## src/rtl/ysyx_22051013_axi_rr_arbiter.sv

```systemverilog
// Round-robin arbiter that funnels NREQ simple request/response ports onto a
// single AXI4 master port, keeping exactly one transaction in flight.
module ysyx_22051013_axi_rr_arbiter #(
  parameter int NREQ = 2,
  parameter int AW   = 64,
  parameter int DW   = 64,
  parameter int IDW  = 4
) (
  input  logic                   clk,
  input  logic                   rst,
  // requester side
  input  logic [NREQ-1:0]        req_valid,
  input  logic [NREQ-1:0]        req_we,
  input  logic [NREQ*AW-1:0]     req_addr,
  input  logic [NREQ*DW-1:0]     req_wdata,
  input  logic [NREQ*(DW/8)-1:0] req_wstrb,
  output logic [NREQ-1:0]        req_ready,
  output logic [NREQ-1:0]        resp_valid,
  output logic [DW-1:0]          resp_rdata,
  output logic                   resp_err,
  // AXI write address
  output logic [IDW-1:0]         aw_id,
  output logic [AW-1:0]          aw_addr,
  output logic                   aw_valid,
  input  logic                   aw_ready,
  // AXI write data
  output logic [DW-1:0]          w_data,
  output logic [DW/8-1:0]        w_strb,
  output logic                   w_valid,
  input  logic                   w_ready,
  // AXI write response
  input  logic [IDW-1:0]         b_id,
  input  logic [1:0]             b_resp,
  input  logic                   b_valid,
  output logic                   b_ready,
  // AXI read address
  output logic [IDW-1:0]         ar_id,
  output logic [AW-1:0]          ar_addr,
  output logic                   ar_valid,
  input  logic                   ar_ready,
  // AXI read data
  input  logic [IDW-1:0]         r_id,
  input  logic [DW-1:0]          r_data,
  input  logic [1:0]             r_resp,
  input  logic                   r_valid,
  output logic                   r_ready
);

  localparam int SW = DW / 8;
  // pointer/index width; a single requester still needs a 1-bit vector
  localparam int PW = (NREQ > 1) ? $clog2(NREQ) : 1;

  typedef enum logic [2:0] {
    S_IDLE,
    S_AR,
    S_R,
    S_WR,
    S_B
  } state_t;

  state_t          state;
  logic [PW-1:0]   rr_ptr;
  logic [PW-1:0]   cur_idx;
  logic            cur_we;
  logic [AW-1:0]   cur_addr;
  logic [DW-1:0]   cur_wdata;
  logic [SW-1:0]   cur_wstrb;
  logic            aw_done;
  logic            w_done;

  logic            grant_found;
  logic [PW-1:0]   grant_idx;
  logic [PW-1:0]   cand;
  logic [IDW-1:0]  cur_id;
  logic            aw_hs;
  logic            w_hs;

  assign cur_id = IDW'(cur_idx);

  // Channel controls decode straight from the state register so each valid
  // stays up until its handshake and AR/AW can never overlap.
  assign ar_valid = (state == S_AR);
  assign r_ready  = (state == S_R);
  assign aw_valid = (state == S_WR) && !aw_done;
  assign w_valid  = (state == S_WR) && !w_done;
  assign b_ready  = (state == S_B);

  assign ar_id   = cur_id;
  assign aw_id   = cur_id;
  assign ar_addr = cur_addr;
  assign aw_addr = cur_addr;
  assign w_data  = cur_wdata;
  assign w_strb  = cur_wstrb;

  assign aw_hs = aw_valid && aw_ready;
  assign w_hs  = w_valid && w_ready;

  // Find the first active requester at or after rr_ptr, wrapping around.
  always_comb begin
    grant_found = 1'b0;
    grant_idx   = '0;
    cand        = '0;
    for (int i = 0; i < NREQ; i++) begin
      cand = PW'((32'(rr_ptr) + 32'(i)) % NREQ);
      if (!grant_found && req_valid[cand]) begin
        grant_found = 1'b1;
        grant_idx   = cand;
      end
    end
  end

  // Grant pulse is combinational so the accept cycle is the IDLE cycle itself.
  always_comb begin
    req_ready = '0;
    if (state == S_IDLE && grant_found) begin
      req_ready = NREQ'(1) << grant_idx;
    end
  end

  // Transaction sequencer: grant, address phase(s), response, back to IDLE.
  always_ff @(posedge clk) begin
    if (rst) begin
      state      <= S_IDLE;
      rr_ptr     <= '0;
      cur_idx    <= '0;
      cur_we     <= 1'b0;
      cur_addr   <= '0;
      cur_wdata  <= '0;
      cur_wstrb  <= '0;
      aw_done    <= 1'b0;
      w_done     <= 1'b0;
      resp_valid <= '0;
      resp_rdata <= '0;
      resp_err   <= 1'b0;
    end else begin
      resp_valid <= '0;
      unique case (state)
        S_IDLE: begin
          if (grant_found) begin
            cur_idx   <= grant_idx;
            cur_we    <= req_we[grant_idx];
            cur_addr  <= req_addr[int'(grant_idx)*AW +: AW];
            cur_wdata <= req_wdata[int'(grant_idx)*DW +: DW];
            cur_wstrb <= req_wstrb[int'(grant_idx)*SW +: SW];
            rr_ptr    <= (grant_idx == PW'(NREQ - 1)) ? '0 : grant_idx + 1'b1;
            aw_done   <= 1'b0;
            w_done    <= 1'b0;
            state     <= req_we[grant_idx] ? S_WR : S_AR;
          end
        end
        S_AR: begin
          if (ar_ready) begin
            state <= S_R;
          end
        end
        S_R: begin
          if (r_valid && r_id == cur_id) begin
            resp_rdata <= r_data;
            resp_err   <= (r_resp != 2'b00);
            resp_valid <= NREQ'(1) << cur_idx;
            state      <= S_IDLE;
          end
        end
        S_WR: begin
          if ((aw_done || aw_hs) && (w_done || w_hs)) begin
            aw_done <= 1'b0;
            w_done  <= 1'b0;
            state   <= S_B;
          end else begin
            if (aw_hs) begin
              aw_done <= 1'b1;
            end
            if (w_hs) begin
              w_done <= 1'b1;
            end
          end
        end
        S_B: begin
          if (b_valid && b_id == cur_id) begin
            resp_err   <= (b_resp != 2'b00);
            resp_valid <= NREQ'(1) << cur_idx;
            state      <= S_IDLE;
          end
        end
        default: state <= S_IDLE;
      endcase
    end
  end

endmodule

```

## config.mk

```make
export PLATFORM = sky130hd
export DESIGN_NAME = ysyx_22051013_axi_rr_arbiter
export DESIGN_NICKNAME = d
export VERILOG_FILES = /design/src/rtl/ysyx_22051013_axi_rr_arbiter.sv
export SDC_FILE = /design/constraint.sdc
export NUM_CORES = 1
export LEC_CHECK = 0
export CAP_MARGIN = 20
export CORE_AREA = 2 2 247 249
export DETAILED_ROUTE_END_ITERATION = 7
export DIE_AREA = 0 0 249 251
export PLACE_DENSITY = 0.43
export SYNTH_ARGS = -nofsm -noshare
export SYNTH_HDL_FRONTEND = slang
export SYNTH_SLANG_ARGS = --single-unit
```

## constraint.sdc

```tcl
create_clock -name clk -period 3.1 [get_ports clk]
set_input_delay 0.31 -clock clk [delete_from_list [all_inputs] [get_ports clk]]
set_output_delay 0.31 -clock clk [all_outputs]
set_load 0.03 [all_outputs]
```

==> flow_summary.json <==
{
  "outcome": "finished, final reports clean",
  "maxCapViolCount": 0,
  "cts.sinks": 210,
  "fin_crit_sh_pct": 92.54,
  "rows": 90,
  "syn_to_final_growth_pct": 77.71,
  "seq_power_share_pct": 26.8,
  "rsz0062_at_grt": "false",
  "async_flop_share_pct": 0,
  "syn_area_per_cell_um2": 9.539,
  "worst_pin_slew_ns": 0.7888,
  "grt_max_degree": 102,
  "fin_util_pct": 29.23,
  "drc": 0,
  "finalPower_uw": 15150,
  "hold_class": "in2reg",
  "hold_violations": 0,
  "place_congestion": 0.7744,
  "buffer_ports.inserted": 634,
  "p_leak_uw": 0.006614,
  "grt_pass1_wl_um": 61730,
  "synth_edf_count": 0,
  "cts_resized": 0,
  "hold_buffers": 0,
  "ys_types": 43,
  "ys_warn_count": 0,
  "finalHoldWorstSlack_ns": 0.2581,
  "place_ws_ns": 0.5681,
  "cts_buffer_depth": 3,
  "grt_pass1_vias": 9371,
  "antenna_found_initial": 1,
  "clkPwrFrac_pct": 22.9,
  "swShare_pct": 41.87,
  "die_y_um": 251,
  "post_cts_buffers": 0,
  "skew_ns": 0.01194,
  "clkLatencyLatePin_ns": 0.56,
  "pwr-share-comb_pct": 50.3,
  "synth-main-ff-cell": "dfxtp_1",
  "maxSlewViolCount": 0,
  "worstPathMaxFanout": 10,
  "viasPerCell": 3.898,
  "synth_cells": 1031,
  "antenna_left": 0,
  "crit_arrival_ns": 2.56,
  "cp-start-kind": "register",
  "die_area_um2": 62500,
  "worstSetupPathType": "reg2out",
  "ir_worst_vdd_v": 0.0003986,
  "path_clk_slew_ns": 0.06,
  "crit_required_ns": 2.79,
  "period_minus_slack_ns": 2.869,
  "layout.nets": 1932,
  "grt_overflow": 0,
  "fillCellCount": 6249,
  "antenna-diode-count": 0,
  "core-area_um2": 59790,
  "p_int_uw": 8806,
  "htree_levels": 1,
  "root_buffer": "clkbuf_16",
  "track_usage_pct": 12.92,
  "routed_wl_um": 42540,
  "fin_tns_setup_ns": 0,
  "cts_tree": "built",
  "first_iter_violations": 278,
  "syn_area_um2": 9834,
  "clock.fmax_ghz": 0.3486,
  "crit_path_end_kind": "primary output",
  "power_switching_uw": 6343,
  "max_slew_margin_pct": 46.68,
  "seq_area_frac_synth_pct": 42.75,
  "die_x_um": 249,
  "start_util_pct": 16.45,
  "setup_viol": 0,
  "layout-drive-gt1-share_pct": 11.92,
  "first_pass_iters": 4,
  "cts_inserted_buffers": 28,
  "io_pins": 641,
  "ys_ff_latch": 210,
  "power.density_nw_per_um2": 866.8,
  "hpwl_um": 32530,
  "via_count": 9262,
  "worst_slack_ns": 0.2314,
  "routedWlPerCell_um": 17.90
}
## path summary, 6_finish.rpt
| check | cells past startpoint | from | endpoint | slack [ns] |
|---|---|---|---|---|
| worst min-delay path | 2 | rst | resp_rdata[24] | 0.26 |
| worst max register to register | 6 | state[1] | w_data[22] | 1.04 |
| worst max-delay path | 4 | state[1] | req_ready[0] | 0.23 |
| worst min register to register | 2 | resp_rdata[43] | resp_rdata[43] | 0.45 |
## registers in the layout, indices dropped and copies added (netlist names)
register    count
state           3
w_done          1
cur_idx         1
w_strb          8
rr_ptr          1
ar_addr        64
resp_err        1
aw_done         1
resp_rdata     64
w_data         64
resp_valid      2
## area by class of cell
class | count | area [um^2] | area share [%]
multi-input cells | 666 | 4624 | 26.46
clock inverters | 9 | 120.1 | 0.6873
well taps | 782 | 978.4 | 5.598
inverters | 3 | 11.26 | 0.06443
flip-flops and latches | 210 | 4204 | 24.05
clock buffers | 42 | 864.6 | 4.947
repair buffers | 664 | 6674 | 38.19
## power groups by stage
stage          registers (uW)  logic (uW)  clock network [uW]
3_5_place_dp             4140        7700                   0
4_1_cts                  4090        7720                3620
5_1_grt                  4170        8030                3720
2_1_floorplan            5340        3710                   0
6_report                 4060        7620                3470
3_3_place_gp             4120        7680                   0
## through the flow
stage | cells | instance area [um^2]
floorplan | 1036 | 9853
global placement | 2325 | 16490
detailed placement | 2325 | 16490
CTS | 2376 | 17480
global route | 2376 | 17480
finish | 2376 | 17480
## Yosys cell counts (3+ instances only)
master	count	area, um^2
o21ai_0	3	15.01
nand2_1	132	495.5
buf_4	79	593.1
nor3_1	3	15.01
nor2_1	142	533.0
nand2b_1	3	18.77
clkbuf_4	3	22.52
a211oi_2	100	1251
clkbuf_1	26	97.59
mux2i_1	137	1371
buf_6	13	146.4
or2_2	3	18.77
inv_1	3	11.26
a21oi_1	69	345.3
buf_1	5	18.77
dfxtp_1	210	4204
a211oi_1	36	270.3
nand3_1	3	15.01
buf_2	31	155.2
## worst max-delay path, stage by stage, from the launching register on
cell and delay, ns:
dfxtp_1 0.40, or3_4 0.43, or2_2 0.32, a21oi_1 0.14, clkdlybuf4s50_1 0.71
## routing by layer
layer	share of wire (%)	up-vias	wire, um	track usage, %
met1	38	4250	16310	13.90
met2	51	375	21880	24.13
li1	-	4593	-	-
met4	1.7	0	738	2.442
met3	8.5	44	3614	4.835
met5	0	-	0	0
## cell families (layout without fill, tap and decap cells)
group                     Yosys count  count (layout)  synth area share (%)
and+or+nand+nor                   301             301                 12.34
AOI/OAI and AO/OA                 220             220                 20.13
DFF                               210             210                 42.75
buffers and inverters             160             718                 10.62
muxes                             137             137                 13.94
xor gates and xnor gates            2               2                0.1781
other                               1               6               0.03813
## placed cells by master (no fill, tap or decap), types with 4 or more instances in the layout
| cell type | instances |
|---|---|
| clkbuf_8 | 9 |
| clkinv_2 | 6 |
| a21oi_1 | 69 |
| buf_12 | 8 |
| conb_1 | 6 |
| nand2_1 | 132 |
| nor2_1 | 142 |
| clkbuf_16 | 29 |
| mux2i_1 | 137 |
| clkbuf_1 | 4 |
| clkdlybuf4s50_1 | 632 |
| buf_4 | 23 |
| dfxtp_1 | 210 |
| a211oi_2 | 100 |
| a211oi_1 | 36 |
Note: power is estimated with default switching activity, not from simulation.
